<file path="src/rtl/cpu_ctrl_pkg.sv">
// Shared types and defaults for the SimpleCPU run controller.
package cpu_ctrl_pkg;

    typedef enum logic [1:0] {
        StIdle   = 2'd0,
        StStart  = 2'd1,
        StRun    = 2'd2,
        StHalted = 2'd3
    } state_e;

    typedef enum logic {
        OwnHost = 1'b0,
        OwnCpu  = 1'b1
    } owner_e;

    localparam int unsigned DefHaltWindow = 16;
    localparam int unsigned DefMaxCycles  = 100000;

    function automatic owner_e ram_owner(state_e st);
        return (st == StStart || st == StRun) ? OwnCpu : OwnHost;
    endfunction

endpackage

</file>
<file path="src/rtl/cpu_run_controller_pc_halt_detector.sv">
// Declares halt once the CPU program counter has stayed put for HaltWindow RUN cycles.
module pc_halt_detector #(
    parameter int unsigned Size       = 14,
    parameter int unsigned HaltWindow = 16
) (
    input  logic            clk,
    input  logic            rst,
    input  logic            clear_i,
    input  logic            run_i,
    input  logic [Size-1:0] pc_i,
    output logic            halt_det_o
);
    localparam int unsigned CntW = $clog2(HaltWindow + 1);
    localparam logic [CntW-1:0] Window = CntW'(HaltWindow);

    logic [Size-1:0] pc_prev_q;
    logic [CntW-1:0] stable_q, stable_d;

    always_comb begin
        stable_d = stable_q;
        if (clear_i) begin
            stable_d = '0;
        end else if (run_i) begin
            if (pc_i != pc_prev_q) begin
                stable_d = '0;
            end else if (stable_q != Window) begin
                stable_d = stable_q + 1'b1;
            end
        end
    end

    assign halt_det_o = run_i && !clear_i && (stable_d == Window);

    // The START-cycle PC is captured so the first RUN cycle has a reference.
    always_ff @(posedge clk) begin
        if (rst) begin
            pc_prev_q <= '0;
            stable_q  <= '0;
        end else begin
            stable_q <= stable_d;
            if (clear_i || run_i) begin
                pc_prev_q <= pc_i;
            end
        end
    end

endmodule

</file>
<file path="src/rtl/cpu_run_controller.sv">
// Run controller and single-port RAM arbiter between the host/debug port and the SimpleCPU.
module cpu_run_controller
    import cpu_ctrl_pkg::*;
#(
    parameter int unsigned Size       = 14,
    parameter int unsigned HaltWindow = DefHaltWindow,
    parameter int unsigned MaxCycles  = DefMaxCycles
) (
    input  logic            clk,
    input  logic            rst,
    input  logic            start_i,
    input  logic            abort_i,
    input  logic            host_req_i,
    input  logic            host_we_i,
    input  logic [Size-1:0] host_addr_i,
    input  logic [31:0]     host_wdata_i,
    output logic            host_gnt_o,
    output logic [31:0]     host_rdata_o,
    output logic            host_rvalid_o,
    output logic            cpu_rst_o,
    input  logic            cpu_wr_en_i,
    input  logic [Size-1:0] cpu_addr_i,
    input  logic [31:0]     cpu_wdata_i,
    input  logic [Size-1:0] cpu_pc_i,
    output logic [31:0]     cpu_rdata_o,
    output logic            ram_we_o,
    output logic [Size-1:0] ram_addr_o,
    output logic [31:0]     ram_wdata_o,
    input  logic [31:0]     ram_rdata_i,
    output logic            busy_o,
    output logic            halted_o,
    output logic            timeout_o,
    output logic            aborted_o,
    output logic [31:0]     cycle_count_o
);
    state_e      state_q;
    owner_e      owner;
    logic        cpu_rst_q, busy_q, halted_q, timeout_q, aborted_q, host_rvalid_q;
    logic [31:0] cycle_q, cycle_d;
    logic        halt_det, hit_max;

    pc_halt_detector #(
        .Size       (Size),
        .HaltWindow (HaltWindow)
    ) u_halt_det (
        .clk        (clk),
        .rst        (rst),
        .clear_i    (state_q == StStart),
        .run_i      (state_q == StRun),
        .pc_i       (cpu_pc_i),
        .halt_det_o (halt_det)
    );

    assign owner   = ram_owner(state_q);
    assign cycle_d = (cycle_q == '1) ? cycle_q : cycle_q + 32'd1;
    assign hit_max = (cycle_d >= MaxCycles);

    // A start pulse claims the cycle, so a simultaneous host request is not granted.
    assign host_gnt_o = (owner == OwnHost) && host_req_i && !start_i;

    always_comb begin
        ram_we_o    = 1'b0;
        ram_addr_o  = '0;
        ram_wdata_o = '0;
        if (owner == OwnCpu) begin
            ram_we_o    = cpu_wr_en_i;
            ram_addr_o  = cpu_addr_i;
            ram_wdata_o = cpu_wdata_i;
        end else if (host_gnt_o) begin
            ram_we_o    = host_we_i;
            ram_addr_o  = host_addr_i;
            ram_wdata_o = host_wdata_i;
        end
    end

    always_ff @(posedge clk) begin
        if (rst) begin
            state_q       <= StIdle;
            cpu_rst_q     <= 1'b1;
            busy_q        <= 1'b0;
            halted_q      <= 1'b0;
            timeout_q     <= 1'b0;
            aborted_q     <= 1'b0;
            cycle_q       <= '0;
            host_rvalid_q <= 1'b0;
        end else begin
            host_rvalid_q <= host_gnt_o && !host_we_i;
            unique case (state_q)
                StIdle, StHalted: begin
                    if (start_i) begin
                        state_q   <= StStart;
                        busy_q    <= 1'b1;
                        halted_q  <= 1'b0;
                        timeout_q <= 1'b0;
                        aborted_q <= 1'b0;
                        cycle_q   <= '0;
                    end
                end
                StStart: begin
                    state_q   <= StRun;
                    cpu_rst_q <= 1'b0;
                end
                StRun: begin
                    cycle_q <= cycle_d;
                    if (abort_i || hit_max || halt_det) begin
                        state_q   <= StHalted;
                        cpu_rst_q <= 1'b1;
                        busy_q    <= 1'b0;
                        halted_q  <= 1'b1;
                        aborted_q <= abort_i;
                        timeout_q <= !abort_i && hit_max;
                    end
                end
                default: state_q <= StIdle;
            endcase
        end
    end

    assign cpu_rst_o     = cpu_rst_q;
    assign busy_o        = busy_q;
    assign halted_o      = halted_q;
    assign timeout_o     = timeout_q;
    assign aborted_o     = aborted_q;
    assign cycle_count_o = cycle_q;
    assign host_rvalid_o = host_rvalid_q;
    assign host_rdata_o  = host_rvalid_q ? ram_rdata_i : 32'd0;
    assign cpu_rdata_o   = ram_rdata_i;

endmodule

</file>
<file path="config.mk">
export PLATFORM = sky130hd
export DESIGN_NAME = cpu_run_controller
export DESIGN_NICKNAME = d
export VERILOG_FILES = /design/src/rtl/cpu_ctrl_pkg.sv /design/src/rtl/cpu_run_controller_pc_halt_detector.sv /design/src/rtl/cpu_run_controller.sv
export SDC_FILE = /design/constraint.sdc
export NUM_CORES = 1
export LEC_CHECK = 0
export CAP_MARGIN = 20
export CORE_MARGIN = 8
export CORE_UTILIZATION = 28
export CTS_BUF_LIST = sky130_fd_sc_hd__clkbuf_8 sky130_fd_sc_hd__clkbuf_16
export CTS_CLUSTER_SIZE = 30
export DETAILED_ROUTE_END_ITERATION = 7
export PLACE_DENSITY_LB_ADDON = 0.05
export SLEW_MARGIN = 25
export SYNTH_ARGS = -nofsm -noshare
export SYNTH_HDL_FRONTEND = slang
export SYNTH_SLANG_ARGS = --single-unit
</file>
<file path="constraint.sdc">
create_clock -name clk -period 4.5 [get_ports clk]
set_input_delay 1.35 -clock clk [delete_from_list [all_inputs] [get_ports clk]]
set_output_delay 1.35 -clock clk [all_outputs]
set_load 0.03 [all_outputs]
</file>
After elaboration in Yosys (flattened, before gate mapping)
Cells that the tools add are included.

cells by class
  add/sub/neg operators = 2
  $lt $le $gt $ge = 1
  equal/unequal tests = 9
  mux-type cells = 29
  bitwise gates (word level) = 1
  reduce and logical (&&, ||, !) cells = 21

operators with widths
  cell                     count
  $mux W32                 5
  $pmux W32 S2             1
  $add A32 B1 Y32 const B  1
  $eq A32 B32 Y1 const B   1
  $ge A32 B17 Y1 const B   1
  $mux W14                 2
  $mux W5                  4
  $ne A14 B14 Y1           1
  $pmux W1 S2              5
  $mux W1                  9
  $logic_and A1 B1 Y1      6
  $pmux W2 S3              1
  $reduce_and A2 Y1        3
  $add A5 B1 Y5 const B    1
  $eq A5 B5 Y1 const B     1
  $ne A5 B5 Y1 const B     1
  $eq A2 B2 Y1 const B     2
  $logic_not A1 Y1         4
  $mux W2                  2
  $ne A2 B2 Y1 const B     2
  $reduce_bool A2 Y1       2
  $logic_or A1 B1 Y1       3
  $reduce_and A3 Y1        1
  $eq A2 B1 Y1 const B     1
  other kinds (3)          3

storage, ports and cells
  register bits after elaboration = 59
  input bits = 145
  word-level logic and storage cells = 73

Logic depth before layout (Yosys ltp)
Gate-level depths: netlist of the first run.

  depth after elaboration = 10
  depth in mapped cells = 11
  depth with buffers taken out = 11

By module
From an unflattened synthesis of the first run, not the netlist that was laid out.

unflattened totals
  cell total of the unflattened synthesis = 700
  area, all modules = 4797.1 sq um

by module, submodules not included
  module              times used  cells an instance  area an instance (sq um)  seq. area each (sq um)
  cpu_run_controller  1           580                3839.9                    800.8
  pc_halt_detector    1           120                957.2                     380.4

Worst setup path before layout of the first run
Ideal clock, no wire load.

  path type = input port to output port
  start = input start_i
  end = output ram_addr_o[0]
  arrival time = 2.659 ns
  setup slack = 0.491 ns
  stages on the path = 6
  path buffers = 2
  cells stage by stage = nand2b_1 nor2_1 clkbuf_1 buf_1 nand2_1 o21ai_0

on the way
  cells in the longest elaborated chain, start to end = 4

ends and longest elaborated chain
  element              RTL line                  source
  start, declared      cpu_run_controller.sv:11  input logic start_i,
  $logic_not A1 Y1     cpu_run_controller.sv:59  assign host_gnt_o = (owner == OwnHost) && host_req_i && !start_i;
  $logic_and A1 B1 Y1  cpu_run_controller.sv:59
  $mux W14             cpu_run_controller.sv:69  end else if (host_gnt_o) begin
  $mux W14             cpu_run_controller.sv:65  if (owner == OwnCpu) begin
  end, declared        cpu_run_controller.sv:27  output logic [Size-1:0] ram_addr_o,

No other way between the ends.

Worst setup path in the final report of the first run
  start = input start_i
  end = output ram_addr_o[8]

Same word-level chain as after synthesis.

==> results of run 1 <==
routing by layer:
layer	up-vias	GRT usage, %	wire [um]
met5	-	0	13
met4	2	3.92	325
met3	22	5.53	1480
met1	2609	24.3	9830
li1	2830	-	-
met2	200	36.4	11600
registers in the layout, summed over array words and instances, names as in the netlist, 2 cells and up:
register / flops
cycle_count_o: 32
state_q: 2
u_halt_det.pc_prev_q: 14
u_halt_det.stable_q: 5
layout make-up:
class,count,area share [%]
Clock buffer,9,2.82
Clock inverter,7,0.674
Inverter,58,2.73
Multi-Input combinational cell,491,37.0
Sequential cell,59,14.8
Tap cell,220,3.45
Timing Repair Buffer,305,38.5
cell usage after synthesis (all sizes together), types with 2 or more instances:
library cell,number,area (um^2)
a41oi,2,17.5
nor2,51,191
xor2,10,87.6
nand2b,2,12.5
o21ai,64,320
a31o,2,17.5
o31ai,2,15.0
or2,4,25.0
mux2,2,22.5
nand4,21,150
nand3,19,95.1
xnor2,18,158
ha,5,62.6
o21a,2,15.0
o22ai,2,12.5
buf,48,317
a211oi,5,37.5
a21o,2,15.0
dfxtp,59,1180
a311oi,13,114
nor4,11,111
o41ai,2,17.5
nand2,97,364
and2,38,240
a22oi,3,22.5
mux2i,18,180
o211ai,3,22.5
a21oi,30,154
o211a,4,40.0
and4,3,26.3
and3,8,55.1
or3,3,18.8
or4,6,45.0
clkbuf,29,110
inv,58,218
nor3,16,80.1
o2111ai,3,43.8
a31oi,9,56.3
power by group through the flow:
| stage | logic, mW | registers [mW] | clock network [mW] |
|---|---|---|---|
| after CTS | 2.23 | 0.656 | 0.656 |
| after global routing | 2.34 | 0.664 | 0.674 |
| after floorplan | 1.22 | 0.686 | 0 |
| after detailed placement | 2.23 | 0.667 | 0 |
| final | 2.20 | 0.654 | 0.641 |
| after global placement | 2.21 | 0.662 | 0 |
kinds of logic after synthesis:
group	Yosys count	share of synthesized area (%)
AOI/OAI and AO/OA	154	20.5
adders and majority gates	5	1.31
and+or+nand+nor	284	30.6
buffers and inverters	135	13.5
DFF	59	24.8
xor gates and xnor gates	28	5.14
muxes	20	4.25
how the worst min path moves through the flow:
stage | start | to | slack (ns) | cells after the start
6_report | aborted_o | aborted_o | 0.46 | 2
5_1_grt | aborted_o | aborted_o | 0.48 | 2
4_1_cts | aborted_o | aborted_o | 0.46 | 2
3_5_place_dp | aborted_o | aborted_o | 0.46 | 2
3_3_place_gp | aborted_o | aborted_o | 0.45 | 2
2_1_floorplan | u_halt_det.pc_prev_q[13] | u_halt_det.pc_prev_q[13] | 0.48 | 2
placed cells by master (no fill, tap or decap), drive strengths merged, types with 3 or more instances in the layout:
cell type,synthesis,final
a211oi,5,5
a21oi,30,30
a22oi,3,3
a311oi,13,13
a31oi,9,9
and2,38,38
and3,8,8
and4,3,3
buf,48,60
clkbuf,29,9
clkdlybuf4s50,0,245
clkinv,0,3
clkinvlp,0,3
dfxtp,59,59
ha,5,5
inv,58,59
mux2i,18,18
nand2,97,97
nand3,19,19
nand4,21,21
nor2,51,51
nor3,16,16
nor4,11,11
o2111ai,3,3
o211a,4,4
o211ai,3,3
o21ai,64,64
or2,4,4
or3,3,3
or4,6,6
xnor2,18,18
xor2,10,10
through the flow:
step / hold WS (ns) / cells
6_report: 0.461 / 1149
5_1_grt: 0.481 / 1149
4_1_cts: 0.465 / 1149
3_5_place_dp: 0.456 / 1133
3_3_place_gp: 0.447 / 1133
2_1_floorplan: 0.484 / 685
tightest hold or removal path, delay by kind of cell (launching register included):
kind               cells  cell delay (ns)
AOI/OAI and AO/OA      1             0.05
DFF                    1             0.30
and+or+nand+nor        1             0.06
==> impl_results.md, run 1 <==
* Routed WL at 23200 um
* Syn avg cell area at between 6 and 7 um^2
* Die W at between 100 and 150 um
* Startpoint Class: primary input
* Area of placed instances at 7710 um^2
* DRT iter0 DRCs at 332
* Vias in the first global route at 5472
* Core area at around 17000 um^2
* Num CTS Buffers at 9
* Final core utilization at 48.0%
* Initial Utilization at roughly 29%
* Hold-fix buffers at CTS at 0
* CP required at 3.15 ns
* Max_slew headroom at a little over a third
* Max-cap violation count at 0
* Internal at 1.88 mW
* Post-synthesis cell count at between 600 and 700
* Least-Margin Pin Slew at 0.950 ns
* Drt first pass iters at 5
* PostCTS Resize Cnt at 0
* Number of synthesis warnings at 0
* Largest net degree at the start of global routing at 52
* Async set or reset register ratio after synthesis at 0%
* Final Skew at 0.00774 ns
* CP Capture Type: output port
* Buf/Inv on CP at 3
* Fmax at 0.240 GHz
* Tot Pwr at 3.50 mW
* Distinct cells, synth at 62
* RSZ-0062 raised after global routing: no
* Switching fraction of total power at 46.2%
* Crit-path leading delay family: buffers and inverters
* Crit path to: ram_addr_o[8]
* Status: completed
* Flop2flop setup slack at 0.94 ns
* Sw Pwr at 1.62 mW
* Number of setup buffers added after CTS at 0
* Yosys reg bits at 59
* Post-synth EDFFs at 0
* Register area at 1180 um^2
* Wirelength per Cell at around 20 um
* Antenna diodes at 0
* Layout cell share with drive strength beyond 1 at 10.3%
* Pwr Density at about 440 nW/um^2
* Crit-path max FO at 48
* Fin crit share at 92.4%
* Initial antenna violation count at 1
* # fillers at 1655
* Via count at 5663
* Final setup TNS at 0 ns
* GRT overflow at 0
* Flop pwr share at 18.7%
* Die Area at 21500 um^2
* IO Count at 295
* Leakage at 3.09 nW
* Logic gate share of total power at 63.0%
* Setup violators final at 0
* Reg2Reg Depth at 10
* H-tree depth at 3
* Main flop type after synthesis: dfxtp_1
* Sink Count at 59
* IO Port Bufs at ~290
* CP startpoint: start_i
* First-pass GRT wire length at 34200 um
* Crit path arrival time at around 2.8 ns
* CP Depth at 7
* Min-delay worst type: flop to flop
* # rows at between 40 and 50
* Post-Syn Nets at 835
* Post-Syn Area at 4770 um^2
* Post-route design area at 7990 um^2
* Routability Congestion at 0.923
* Skew-Pair Late Insertion Delay at 0.33 ns
* WS Path Type: primary input to output port
* GRT Overall Usage at 20.5%
* Post-route ant nets at 0
* DP Worst Slack at around 0.33 ns
* CTS Root Cell: clkbuf_16
* Area growth from synthesis to layout at 67.3%
* Multi-input gate area at 2960 um^2
* CP Cell Sequence: clkdlybuf4s50_1, nand2b_1, nor2_4, buf_12, nand2_1, o21ai_0, buf_12
* Die height at 147 um
* Fin. Hold Viols at 0
* Slowest-stage cell, CP: clkdlybuf4s50_1
* DP Wirelength at approximately 19000 um
* CTS tree: yes
* Final worst slack at 0.340 ns
* Worst path most repeated cell: buf_12
* Clock buffer depth at 2
* R2r startpoint: cycle_count_o[0]
* Clock network fraction of total power at 18.3%
* # DRC at 0
* CTS clock-pin slew for the worst setup and hold paths at 0.05 ns
* Sequential cell area fraction in the yosys report at 24.8%
* Max Slew Vio Count at 0
* R2r endpoint: busy_o
* Max incr delay on CP at 0.45 ns
* Vias per Instance at between 4 and 5
* NumNets Final at 1074
* Max IR drop VDD at 269 uV
* Minimum clock period at 4.16 ns
Power figures use the tool's default switching activity.
==> inputs of run 2 (changes only) <==
- DONT_BUFFER_PORTS: default -> 1
- PLACE_DENSITY_LB_ADDON: 0.05 -> 0.12
==> run 2 against run 1 <==
Net effect: worst setup slack improved by 0.15 ns; via count fell by 14%; design area fell by 33%; fmax rose by 3.8%; sequential power rose by 4.6%; clock power rose by 9.8%; sequential cell count did not move; routed wire length fell by 11%; power fell by 15%; die area did not move; first-iteration DRC count fell by 17%; non-clock buffer count fell by 255; critical path type unchanged; critical endpoint unchanged.
==> impl_results.md, run 2 (synthesized netlist as in run 1, its figures left out) <==
* GRT Overall Usage at 18.3%
* Routed WL at between 20000 and 25000 um
* Slowest-stage cell, CP: nor2_4
* Flip-flop count of the largest register after layout at 32
* DP Worst Slack at 0.506 ns
* Area growth from synthesis to layout at 11.9%
* Drt first pass iters at 5
* Logic gate share of total power at between 50 and 60%
* Max IR drop VDD at 342 uV
* Leakage at 2.09 nW
* Startpoint Class: primary input
* Final setup TNS at 0 ns
* Die height at between 100 and 150 um
* Vias per Instance at approximately 5.4
* Internal at 1.52 mW
* Setup violators final at 0
* Clock network fraction of total power at 23.6%
* IO Port Bufs at 0
* Die W at 147 um
* Layout cell share with drive strength beyond 1 at 12.6%
* CTS clock-pin slew for the worst setup and hold paths at 0.05 ns
* Status: completed
* DP Wirelength at roughly 17000 um
* Skew-Pair Late Insertion Delay at 0.33 ns
* Max_slew headroom at between 30 and 40%
* Clock buffer depth at 2
* CP required at 3.15 ns
* Max incr delay on CP at 0.40 ns
* Hold Slack at 0.514 ns
* Switching fraction of total power at 48.9%
* H-tree depth at 3
* PostCTS Resize Cnt at 0
* IO Count at 295
* Via count at 4866
* CP Capture Type: output port
* NumNets Final at 819
* Sink Count at 59
* Pwr Density at 558 nW/um^2
* Crit-path max FO at 30
* Crit path arrival time at roughly 2.7 ns
* Core area at around 17000 um^2
* Max-cap violation count at 0
* Most frequent cells in the layout: nand2_1, o21ai_0, dfxtp_1, inv_1, nor2_1
* First-pass GRT wire length at 30400 um
* Minimum clock period at 4.01 ns
* Die Area at approximately 21000 um^2
* WS Path Type: primary input to output port
* Largest net degree at the start of global routing at 53
* Fmax at 0.249 GHz
* # DRC at 0
* Fin crit share at 89.1%
* Final worst slack at 0.492 ns
* RSZ-0062 raised after global routing: no
* DRT iter0 DRCs at 275
* Number of setup buffers added after CTS at 0
* Initial Utilization at 28.7%
* GRT overflow at 0
* Fin. Hold Viols at 0
* Post-route ant nets at 0
* Final Skew at 0.00715 ns
* # rows at 47
* Max Slew Vio Count at 0
* Commonest non-fill, non-tap cell in the layout: nand2_1
* Routability Congestion at approximately 0.93
* Hold-fix buffers at CTS at 0
* Least-Margin Pin Slew at 1.04 ns
* Num CTS Buffers at 9
* Vias in the first global route at between 4000 and 5000
* Flop pwr share at between 20% and 30%
* Sw Pwr at 1.46 mW
* Crit-path leading delay family: simple AND/OR/NAND/NOR gates
* CTS Root Cell: clkbuf_16
* CP Cell Sequence: nand2b_1, nor2_4, buf_12, nand2_1, o21ai_0
* Buf/Inv on CP at 1
* Min-delay worst type: flop to flop
* CTS tree: yes
* Wirelength per Cell at roughly 23 um
* Initial antenna violation count at 15
[run 2: cell types whose count changed in the layout (fill, tap and decap cells not counted)]
cell	change
clkinv_4	-2
buf_2	-1
bufinv_16	+1
o21ai_0	-1
clkdlybuf4s50_1	-245
o21ai_1	+1
inv_6	-1
buf_12	-13
diode_2	+8
buf_4	+4
clkbuf_8	+2
clkinvlp_4	-1
[run 2: power by group through the flow]
stage          Sequential [mW]  Combinational, mW  Clock, mW
3_3_place_gp             0.692               1.59          0
3_5_place_dp             0.696               1.60          0
2_1_floorplan            0.686               1.22          0
6_report                 0.684               1.59      0.704
5_1_grt                  0.692               1.69      0.747
4_1_cts                  0.686               1.61      0.724
[run 2: final cells by class]
type	count	area [um^2]
antenna	8	20.0
clock buffer	11	253
clock inverter	4	50.0
fill	1828	11300
inverter	58	218
multi-input combinational	491	2960
sequential	59	1180
tap	220	275
timing repair buffer	50	388
[run 2: per-layer routing]
metal  part of all wire (%)  global-route usage (%)
met1                     39                    20.2
met2                     49                    32.0
met3                    9.4                    6.43
met4                    2.6                    5.92
met5                   0.13                       0
[run 2: final timing paths]
| path | start | endpoint | slack [ns] | cells past startpoint |
|---|---|---|---|---|
| worst max-delay path | start_i | ram_addr_o[8] | 0.49 | 5 |
| worst min-delay path | u_halt_det.pc_prev_q[7] | u_halt_det.pc_prev_q[7] | 0.51 | 2 |
| worst max register to register | cycle_count_o[23] | busy_o | 0.70 | 10 |
| worst min register to register | u_halt_det.pc_prev_q[7] | u_halt_det.pc_prev_q[7] | 0.51 | 2 |
[run 2: worst register-to-register path, cell delays in order, from the launching register on]
cell       delay [ns]
dfxtp_1          0.72
nand4_1          0.44
nor4_1           0.35
buf_4            0.18
and2_1           0.26
and3_1           0.25
mux2_2           0.37
nor4_2           0.43
o2111ai_4        0.26
and2_4           0.24
o211a_1          0.19
[run 2: stage by stage]
| step | power [mW] | cell area [um^2] | cells | util, % |
|---|---|---|---|---|
| final | 2.98 | 5340 | 901 | 32.1 |
| after CTS | 3.02 | 5320 | 893 | 32.0 |
| after global placement | 2.28 | 5020 | 878 | 30.2 |
| after global routing | 3.13 | 5330 | 897 | 32.0 |
| after floorplan | 1.90 | 4770 | 685 | - |
| after detailed placement | 2.30 | 5020 | 878 | 30.2 |
